===== src/rtl/keypad_scanner.sv =====
// keypad_scanner
//   Scans a 4x4 active-low matrix keypad one column at a time, debounces
//   presses and releases, encodes the key as row*4+col and presents it to the
//   consumer with a valid/ack handshake.
//
// Ports
//   clock        scan clock, all state on the rising edge
//   reset        asynchronous, active-low; clears all state
//   rows_n[3:0]  keypad rows, active-low, asynchronous to clock
//   key_ack      consumer acknowledge (pulse or level)
//   col_drive_n  active-low one-hot column drive
//   key_code     row_index*4 + col_index of the last published key
//   key_valid    new code available, held until acknowledged
//   key_pressed  debounced key-down level
//   overrun      sticky: a key was published while key_valid was pending
module keypad_scanner #(
    parameter int unsigned SCAN_TICKS       = 500,
    parameter int unsigned DEBOUNCE_SAMPLES = 4
) (
    input  logic       clock,
    input  logic       reset,
    input  logic [3:0] rows_n,
    input  logic       key_ack,
    output logic [3:0] col_drive_n,
    output logic [3:0] key_code,
    output logic       key_valid,
    output logic       key_pressed,
    output logic       overrun
);

    localparam int unsigned     TickW    = $clog2(SCAN_TICKS);
    localparam logic [TickW-1:0] TickLast = TickW'(SCAN_TICKS - 1);
    localparam logic [3:0]      DebLast  = 4'(DEBOUNCE_SAMPLES);

    typedef enum logic [1:0] {
        StScan,
        StDebounce,
        StHeld
    } state_e;

    // Lowest-index row that is pulled low; only meaningful when some row is low.
    function automatic logic [1:0] lowest_low_row(input logic [3:0] r);
        logic [1:0] idx;
        idx = 2'd0;
        for (int i = 3; i >= 0; i--) begin
            if (!r[i]) begin
                idx = 2'(i);
            end
        end
        return idx;
    endfunction

    // Two-flop synchronizer for the asynchronous row inputs.
    logic [3:0]       rs_meta_q, rs_q;

    state_e           state_q, state_d;
    logic [TickW-1:0] tick_q, tick_d;
    logic [1:0]       col_q, col_d;
    logic [3:0]       col_drive_n_q, col_drive_n_d;
    logic [1:0]       cand_row_q, cand_row_d;
    logic [1:0]       cand_col_q, cand_col_d;
    logic [3:0]       cnt_q, cnt_d;
    logic [3:0]       rel_q, rel_d;
    logic [3:0]       key_code_q, key_code_d;
    logic             key_valid_q, key_valid_d;
    logic             key_pressed_q, key_pressed_d;
    logic             overrun_q, overrun_d;

    logic             sample;
    logic             publish;
    logic [3:0]       cnt_inc;
    logic [3:0]       rel_inc;

    assign sample  = (tick_q == TickLast);
    assign cnt_inc = cnt_q + 4'd1;
    assign rel_inc = rel_q + 4'd1;

    always_comb begin
        state_d       = state_q;
        col_d         = col_q;
        cand_row_d    = cand_row_q;
        cand_col_d    = cand_col_q;
        cnt_d         = cnt_q;
        rel_d         = rel_q;
        key_code_d    = key_code_q;
        key_valid_d   = key_valid_q;
        key_pressed_d = key_pressed_q;
        overrun_d     = overrun_q;
        publish       = 1'b0;

        tick_d = sample ? '0 : tick_q + 1'b1;

        case (state_q)
            StScan: begin
                if (sample) begin
                    if (&rs_q) begin
                        col_d = col_q + 2'd1;
                    end else begin
                        // Column is frozen on the candidate until it is resolved.
                        cand_row_d = lowest_low_row(rs_q);
                        cand_col_d = col_q;
                        cnt_d      = 4'd1;
                        rel_d      = 4'd0;
                        if (DEBOUNCE_SAMPLES == 1) begin
                            publish       = 1'b1;
                            key_pressed_d = 1'b1;
                            state_d       = StHeld;
                        end else begin
                            state_d = StDebounce;
                        end
                    end
                end
            end

            StDebounce: begin
                if (sample) begin
                    if (!rs_q[cand_row_q]) begin
                        if (cnt_inc >= DebLast) begin
                            cnt_d         = DebLast;
                            rel_d         = 4'd0;
                            publish       = 1'b1;
                            key_pressed_d = 1'b1;
                            state_d       = StHeld;
                        end else begin
                            cnt_d = cnt_inc;
                        end
                    end else begin
                        // Bounce: drop the candidate and carry on scanning.
                        state_d = StScan;
                        col_d   = col_q + 2'd1;
                    end
                end
            end

            StHeld: begin
                // Only the captured row is watched; other rows in this column are ignored.
                if (sample) begin
                    if (rs_q[cand_row_q]) begin
                        if (rel_inc >= DebLast) begin
                            rel_d         = 4'd0;
                            key_pressed_d = 1'b0;
                            state_d       = StScan;
                            col_d         = col_q + 2'd1;
                        end else begin
                            rel_d = rel_inc;
                        end
                    end else begin
                        rel_d = 4'd0;
                    end
                end
            end

            default: begin
                state_d = StScan;
            end
        endcase

        // Handshake. A publish wins over an ack in the same cycle, and that ack
        // neither sets nor clears overrun.
        if (publish) begin
            key_code_d  = {cand_row_d, cand_col_d};
            key_valid_d = 1'b1;
            if (key_valid_q && !key_ack) begin
                overrun_d = 1'b1;
            end
        end else if (key_ack && key_valid_q) begin
            key_valid_d = 1'b0;
            overrun_d   = 1'b0;
        end

        col_drive_n_d = ~(4'b0001 << col_d);
    end

    always_ff @(posedge clock or negedge reset) begin
        if (!reset) begin
            rs_meta_q     <= 4'b1111;
            rs_q          <= 4'b1111;
            state_q       <= StScan;
            tick_q        <= '0;
            col_q         <= 2'd0;
            col_drive_n_q <= 4'b1110;
            cand_row_q    <= 2'd0;
            cand_col_q    <= 2'd0;
            cnt_q         <= 4'd0;
            rel_q         <= 4'd0;
            key_code_q    <= 4'd0;
            key_valid_q   <= 1'b0;
            key_pressed_q <= 1'b0;
            overrun_q     <= 1'b0;
        end else begin
            rs_meta_q     <= rows_n;
            rs_q          <= rs_meta_q;
            state_q       <= state_d;
            tick_q        <= tick_d;
            col_q         <= col_d;
            col_drive_n_q <= col_drive_n_d;
            cand_row_q    <= cand_row_d;
            cand_col_q    <= cand_col_d;
            cnt_q         <= cnt_d;
            rel_q         <= rel_d;
            key_code_q    <= key_code_d;
            key_valid_q   <= key_valid_d;
            key_pressed_q <= key_pressed_d;
            overrun_q     <= overrun_d;
        end
    end

    assign col_drive_n = col_drive_n_q;
    assign key_code    = key_code_q;
    assign key_valid   = key_valid_q;
    assign key_pressed = key_pressed_q;
    assign overrun     = overrun_q;

endmodule


===== config.mk =====
export PLATFORM = sky130hd
export DESIGN_NAME = keypad_scanner
export DESIGN_NICKNAME = d
export VERILOG_FILES = /design/src/rtl/keypad_scanner.sv
export SDC_FILE = /design/constraint.sdc
export NUM_CORES = 1
export LEC_CHECK = 0
export CORE_MARGIN = 3
export CORE_UTILIZATION = 56
export CTS_BUF_LIST = sky130_fd_sc_hd__clkbuf_8 sky130_fd_sc_hd__clkbuf_16
export DETAILED_ROUTE_END_ITERATION = 16
export GPL_TIMING_DRIVEN = 0
export PLACE_DENSITY = 0.84
export SETUP_SLACK_MARGIN = 0.2
export SLEW_MARGIN = 20
export SYNTH_ARGS = -nofsm -noshare
export SYNTH_HDL_FRONTEND = slang
export SYNTH_SLANG_ARGS = --single-unit

===== constraint.sdc =====
create_clock -name clock -period 2.5 [get_ports clock]
set_clock_uncertainty 0.2 [all_clocks]
set_input_delay 0.75 -clock clock [delete_from_list [all_inputs] [get_ports clock]]
set_output_delay 0.75 -clock clock [all_outputs]
set_load 0.02 [all_outputs]

==> impl_metrics.ini, run 1 <==
[outcome]
status = finished, final reports clean

[place]
finalWeightedCongestion = 0.739
placed_cells = 233
dp_hpwl_um = 2690
portBuffers = 17

[timing]
finalHoldWorstSlack_ps = 115
slew_headroom_pct = 52.1
post-route-period-util_pct = 90.6
setup-violations-final = 0
rsz0062_at_grt = yes
finalSetupTns_ps = 0
worst_slew_pin_slew_ps = 712
drv_slew = 0
fmax_ghz = 0.442
fin_crit_ps = 2260
hold_violations = 0

[global_routing]
antenna_found_initial = 0
grt-busiest-layer = met2
grt_pass1_wl_um = 6740
gr-total-overflow = 0
grt_max_degree = 34
met2_usage_pct = 38.5
grt_use_met1_pct = 22.6
grt_pass1_vias = 1475
use_met3_pct = 6.80
grt_usage_pct = 21.0

[power]
power_density_nw_per_um2 = 529
total_power_mw = 1.30
peakVddDrop_mv = 0.474
power.leakage_nw = 1.11

[detailed_routing]
antenna_left = 0
vias = 1422
drt_iter0_drc = 57
routedWlPerCell_um = 16.1
vias_per_cell = 5.73
routed_wl_um = 4000
drc = 0
first_pass_iters = 4

[worst_setup_path]
arrival_ps = 1310
crit_family = buffers and inverters
cp_slowest_cell = clkdlybuf4s50_1
r2r_slack_ps = 250
worst-path-stages = 1
crit_path_end_kind = output pin
critPathKind = reg -> out
critPathMaxFanout = 3
max_stage_delay_ps = 630
start_kind = flop
cp.required_ps = 1550
rr_worst_depth = 7
crit_buf_inv = 1
cp_cell_sequence = clkdlybuf4s50_1

[floorplanning]
die-area_um2 = 4350
die_h_um = 65.9
dieWidth_um = 65.9
start_util_pct = 59.4
coreArea_um2 = 3390
pin_count = 18
core.rowCount = 21

[yosys]
yosysWarnings = 0
yosysSeqAreaShare_pct = 55.4
syn_area_um2 = 2010
synth.top_cell.area_share_pct = 41.0
synth-seq-cells = 44
synth-compound-area-share_pct = 9.45
synthMostInstantiatedCell = dfrtp_1
synth_edf_count = 0
synth_adder_area_share_pct = 1.87
synth_area_leader_cell = dfrtp_1
syn_nets = 179
synth_top_family_by_area = simple AND/OR/NAND/NOR gates
synth-xor-area-share_pct = 2.99
synthCells = 169
syn_avg_cell_area_um2 = 11.9
synth_simple_gate_area_share_pct = 17.2
ys.flop_type = dfrtp_1
synthTopCellsByArea = dfrtp_1 41%, dfstp_2 14%, mux2_2 3.9%
synth_commonest_cells = 33 x dfrtp_1, 12 x nor2_1, 11 x dfstp_2
synth_mux_area_share_pct = 10.9
ys_types = 45
async_reset_ff_share_pct = 100

[clock_network]
cts_buffer_depth = 2
cts_made_buffers = 5
htree_levels = 2
cts_sinks = 44
root_buffer = clkbuf_8
clkTransAtPathRegs_ps = 80
insertion_delay_ps = 300
cts_tree = built
postCtsHoldBufs = 0

[cells_and_area]
area_growth_pct = 22.1
final_util_pct = 72.5
num_antenna_cells = 0
nets = 211
stdcell_count = 248
drive_gt1_share_pct = 24.8

[min_path]
hold_path.class = in -> async

[job]
cap_violations = 0
routing by layer:
metal	vias up	part of all wire, %
li1	663	-
met4	0	2.9
met1	717	38
met5	-	0
met2	30	56
met3	12	2.8
cell usage in the layout (no fill, tap or decap), types with 2 or more instances in the layout:
cell type	Yosys	final
dfstp_2	11	11
mux2_2	7	7
clkdlybuf4s50_1	0	12
nor3_2	1	2
and2_1	5	5
dfrtp_1	33	33
inv_1	6	6
or3_1	2	2
clkbuf_8	0	5
nor2b_1	3	3
mux2i_1	6	6
dlygate4sd2_1	0	3
nand4_1	4	4
ha_1	3	2
xnor2_1	5	5
a21oi_1	4	4
nand3b_1	2	2
a21bo_1	2	2
nor4_4	2	2
nand3_1	8	8
mux2_1	6	5
buf_4	0	7
nor2_1	12	12
o21ai_0	9	9
nand2_1	9	9
a31oi_1	4	4
report_power, final:
group          total [mW]  switching, mW  internal, mW
clock               0.538          0.243         0.295
sequential          0.728        0.00476         0.723
combinational      0.0348         0.0204        0.0144
total                1.30          0.268          1.03
state kept, by name, indices dropped and copies added (netlist names):
register,flops
cand_col_q,2
cand_row_q,2
cnt_q,4
col_drive_n,4
col_q,2
key_code,4
key_pressed,1
key_valid,1
overrun,1
rel_q,4
rs_meta_q,4
rs_q,4
state_q,2
tick_q,9
metrics by stage:
step / area [µm²] / setup WS (ps)
after floorplan: 2010 / 315
after global placement: 2240 / -524
after detailed placement: 2250 / 63.8
after CTS: 2400 / 172
after global routing: 2460 / 109
final: 2460 / 235
path summary, 6_finish.rpt:
check,start,end
min in group clock,rs_meta_q[0],rs_q[0]
worst min-delay path,reset,rel_q[0]
worst max-delay path,overrun,overrun
worst max register to register,tick_q[1],key_code[1]
worst min register to register,rs_meta_q[0],rs_q[0]
max in group asynchronous,reset,col_drive_n[1]
kinds of logic after synthesis:
logic type	count (synthesis)
AO/OA/AOI/OAI	29
XOR/XNOR	6
adder cells (fa/ha/maj)	3
buffers and inverters	9
flip-flops	44
multiplexers	20
AND/OR/NAND/NOR	58
cell type report:
cell class / instances / area (µm²)
sequential: 44 / 1110
fill: 223 / 932
multi-input combinational: 116 / 892
timing repair buffer: 25 / 236
clock buffer: 5 / 68.8
tap: 46 / 57.6
clock inverter: 3 / 42.5
buffer: 3 / 22.5
inverter: 6 / 22.5
repair_timing:
action	in CTS	in global routing
cloned	0	0
setup endpoints to repair	13	14
resized for setup	7	6
pin swaps	3	3
setup buffers	2	5
No activity file was read; power rests on OpenSTA's default activity.
==> run 2: changes to the inputs <==
Settings changed: CORE_MARGIN 3 to not set, CORE_UTILIZATION 56 to 60, GPL_TIMING_DRIVEN 0 to not set, PLACE_DENSITY 0.84 to 0.89.
Clock period 2.5 ns to 2.7 ns, I/O delays scaled along.
==> impl_metrics.ini, run 2 (synthesis results as in run 1) <==
[outcome]
status = finished, final reports clean

[detailed_routing]
vias = 1387
routed_wl_um = 3850
routedWlPerCell_um = 16.0
dr_wl_met2_um = 2100
drt-met1-wl_um = 1540
first_pass_iters = 4
drt_iter0_drc = 112
antenna_left = 0
vias_per_cell = 5.78
drc = 0
wl_met3_um = 135
routed.top_layer = met4

[clock_network]
clkTransAtPathRegs_ps = 80
cts_buffer_depth = 2
root_buffer = clkbuf_8
htree_levels = 2
cts_tree = built
cts_sinks = 44
insertion_delay_ps = 300
cts_made_buffers = 5

[place]
dp_hpwl_um = 2790
portBuffers = 17
finalWeightedCongestion = 0.765
dp_slack_ps = 202

[global_routing]
grt_max_degree = 24
antenna_found_initial = 0
grt_pass1_vias = 1346
gr-total-overflow = 0
grt_pass1_wl_um = 6160
grt_usage_pct = 24.7

[worst_setup_path]
crit_family = buffers and inverters
cp_cell_sequence = clkdlybuf4s50_1
critPathMaxFanout = 1
start_kind = flop
critPathKind = reg -> out
crit_path_end_kind = output pin
crit_buf_inv = 1
r2r_start = tick_q[1]
startpoint = col_drive_n[3]
cp_slowest_cell = clkdlybuf4s50_1
arrival_ps = 1440
cp.required_ps = 1690
max_stage_delay_ps = 600

[timing]
fin_crit_ps = 2450
post-route-period-util_pct = 90.7
finalSetupTns_ps = 0
slew_headroom_pct = 63.6
setup_slack_ps = 252
fmax_ghz = 0.408
setup-violations-final = 0
worst_slew_pin_slew_ps = 546
hold_violations = 0
rsz0062_at_grt = no
drv_slew = 0

[cells_and_area]
nets = 205
fill_cells = 197
regMostFlops = tick_q
drive_gt1_share_pct = 21.4
num_antenna_cells = 0
area_growth_pct = 19.6
final_common_cell = dfrtp_1
largest_register_ffs = 9
multiInputGateArea_um2 = 872
final_cell_mix = 33 x dfrtp_1, 16 x clkdlybuf4s50_1, 12 x nor2_1, 11 x dfstp_2
regArea_um2 = 1110

[min_path]
hp-start = rs_meta_q[1]
hold_path.class = reg -> reg

[floorplanning]
die-area_um2 = 3590
die_h_um = 59.9
dieWidth_um = 59.9
coreArea_um2 = 3130
pin_count = 18
start_util_pct = 64.3
core.rowCount = 20

[power]
peakVddDrop_mv = 0.346
power_density_nw_per_um2 = 520
power.leakage_nw = 1.07

[job]
cap_violations = 0
run 2: cell types whose count changed in the layout (fill, tap and decap cells not counted), sizes merged:
cell | previous run | this run
buf | 10 | 6
clkinv | 1 | 0
dlygate4sd2 | 3 | 0
clkinvlp | 1 | 0
dlymetal6s2s | 1 | 0
clkdlybuf4s50 | 12 | 16
run 2: metal layers:
layer  global-route usage (%)  up-vias
met5                        0        -
met4                     9.97        0
met3                     8.87       11
met2                     42.5       27
met1                     27.7      694
li1                         -      655
run 2: layout make-up:
type	count	area share, %
Clock buffer	7	4.00
Inverter	6	0.936
Sequential cell	44	46.3
Multi-Input combinational cell	116	36.2
Clock inverter	1	1.25
Timing Repair Buffer	22	8.94
Tap cell	44	2.29
run 2: report_power, final:
group | switching (mW) | internal (mW) | leakage, nW
logic | 0.0193 | 0.0142 | 0.441
clock network | 0.216 | 0.326 | 0.0645
registers | 0.00417 | 0.670 | 0.562
total | 0.240 | 1.01 | 1.07
run 2: what timing repair did:
item,in CTS,in global routing
gates resized for setup,1,3
hold buffers,0,0
buffers inserted,0,1
setup endpoints to repair,4,6
pin swaps,0,2
run 2: metrics by stage:
step,instance area [µm²],hold WS (ps),total power [mW],std cells,utilization [%]
floorplan,2010,145,0.692,169,-
global placement,2250,146,0.718,231,72.1
detailed placement,2250,147,0.721,231,72.1
CTS,2380,158,1.26,239,76.2
global route,2410,162,1.29,240,76.9
finish,2410,158,1.25,240,76.9
run 2: worst paths after layout:
check	end	slack (ps)	depth (start not counted)
hold reg to reg	rs_q[1]	160	0
setup / recovery	col_drive_n[3]	250	1
hold / removal	rs_q[1]	160	0
setup reg to reg	col_drive_n[3]	300	6
max in group asynchronous	rs_q[1]	1420	2
min in group asynchronous	tick_q[6]	290	1
==> run 3: changes to the inputs <==
Settings changed: CTS_CLUSTER_SIZE set to 28, REMOVE_ABC_BUFFERS set to 1.
==> impl_metrics.ini, run 3 (synthesis results as in run 1) <==
[timing]
drv_slew = 0
rsz0062_at_grt = no
post-route-period-util_pct = 89.6
slew_headroom_pct = 65.1
fin_crit_ps = 2420
worst_slew_pin_slew_ps = 517
fmax_ghz = 0.413
finalSetupTns_ps = 0
hold_violations = 0
setup-violations-final = 0
finalHoldWorstSlack_ps = 164

[clock_network]
root_buffer = clkbuf_8
insertion_delay_ps = 290
htree_levels = 2
cts_made_buffers = 5
clkTransAtPathRegs_ps = 80
cts_tree = built
cts_sinks = 44
cts_buffer_depth = 2

[cells_and_area]
largest_register_ffs = 9
final_cell_mix = 33 x dfrtp_1, 16 x clkdlybuf4s50_1, 12 x nor2_1, 11 x dfstp_2
regMostFlops = tick_q
drive_gt1_share_pct = 21.2
area_growth_pct = 18.3
nets = 207
finalInstanceArea_um2 = 2380
num_antenna_cells = 0
final_common_cell = dfrtp_1

[worst_setup_path]
arrival_ps = 1410
crit_path_end_kind = output pin
crit_buf_inv = 1
cp.required_ps = 1690
worst-path-stages = 1
r2r_slack_ps = 280
critPathMaxFanout = 1
start_kind = flop
crit_family = buffers and inverters
cp_cell_sequence = clkdlybuf4s50_1
critPathCapture = col_drive_n[2]
startpoint = col_drive_n[2]
r2r_start = tick_q[0]
cp_slowest_cell = clkdlybuf4s50_1
rr_worst_depth = 6
max_stage_delay_ps = 590
critPathKind = reg -> out
r2r_end = col_drive_n[3]

[power]
switchingPower_uw = 236
power_density_nw_per_um2 = 499
comb_power_share_pct = 2.6
peakVddDrop_mv = 0.436
switching_share_pct = 19.8
seq_power_share_pct = 56.8
power.leakage_nw = 1.07
pwr-share-clk_pct = 40.6
p_int_uw = 952

[floorplanning]
coreArea_um2 = 3130
start_util_pct = 64.3
die-area_um2 = 3590
dieWidth_um = 59.9
die_h_um = 59.9
core.rowCount = 20
pin_count = 18

[place]
finalWeightedCongestion = 0.806
dp_hpwl_um = 2930
placed_area_um2 = 2250
portBuffers = 17

[detailed_routing]
first_pass_iters = 6
vias = 1448
routedWlPerCell_um = 16.5
routed_wl_um = 3990
drc = 0
vias_per_cell = 5.98
drt_iter0_drc = 76
antenna_left = 0

[job]
cap_violations = 0

[global_routing]
grt_max_degree = 45
grt_usage_pct = 25.8
grt_pass1_vias = 1467
gr-total-overflow = 0
grt_pass1_wl_um = 6570
antenna_found_initial = 0

[outcome]
status = finished, final reports clean

[min_path]
hold_path.class = reg -> reg
[run 3: through the flow]
step | setup slack (ps) | instances | utilization (%) | power (mW)
CTS | 272 | 240 | 75.4 | 1.20
finish | 280 | 242 | 76.1 | 1.19
global placement | 378 | 232 | 71.9 | 0.715
floorplan | 377 | 166 | - | 0.692
detailed placement | 177 | 232 | 71.9 | 0.718
global route | 224 | 242 | 76.1 | 1.23
[run 3: area by class of cell]
| type | count | area (µm²) |
|---|---|---|
| sequential | 44 | 1110 |
| multi-input combinational | 116 | 863 |
| fill | 203 | 747 |
| timing repair buffer | 24 | 218 |
| clock buffer | 5 | 68.8 |
| tap | 44 | 55.1 |
| clock inverter | 3 | 38.8 |
| inverter | 6 | 22.5 |
[run 3: worst min path at each step]
stage	startpoint	end	slack [ps]	cells after the start
finish	rs_meta_q[2]	rs_q[2]	160	0
global route	rs_meta_q[0]	rs_q[0]	170	0
CTS	rs_meta_q[3]	rs_q[3]	170	0
detailed placement	rs_meta_q[3]	rs_q[3]	150	0
global placement	rs_meta_q[3]	rs_q[3]	150	0
floorplan	rs_meta_q[0]	rs_q[0]	150	0
[run 3: power by group through the flow]
stage / sequential (mW) / clock [mW] / combinational [mW]
floorplan: 0.685 / 0 / 0.00717
global placement: 0.686 / 0 / 0.0294
detailed placement: 0.687 / 0 / 0.0313
CTS: 0.675 / 0.492 / 0.0316
global route: 0.675 / 0.519 / 0.0348
finish: 0.675 / 0.482 / 0.0306
[run 3: what timing repair did]
item,CTS,global route
pin swaps,0,1
endpoints found under the hold margin,0,0
resized for setup,1,1
hold buffers,0,0
endpoints found under the setup margin,1,2
buffers inserted,0,2
[run 3: routing by layer]
metal	share of wire (%)	global-route usage (%)	up-vias
met4	3.2	13.6	0
met2	54	45.1	48
met1	38	28.6	728
met3	3.9	6.71	15
met5	0	0	-
li1	-	-	657
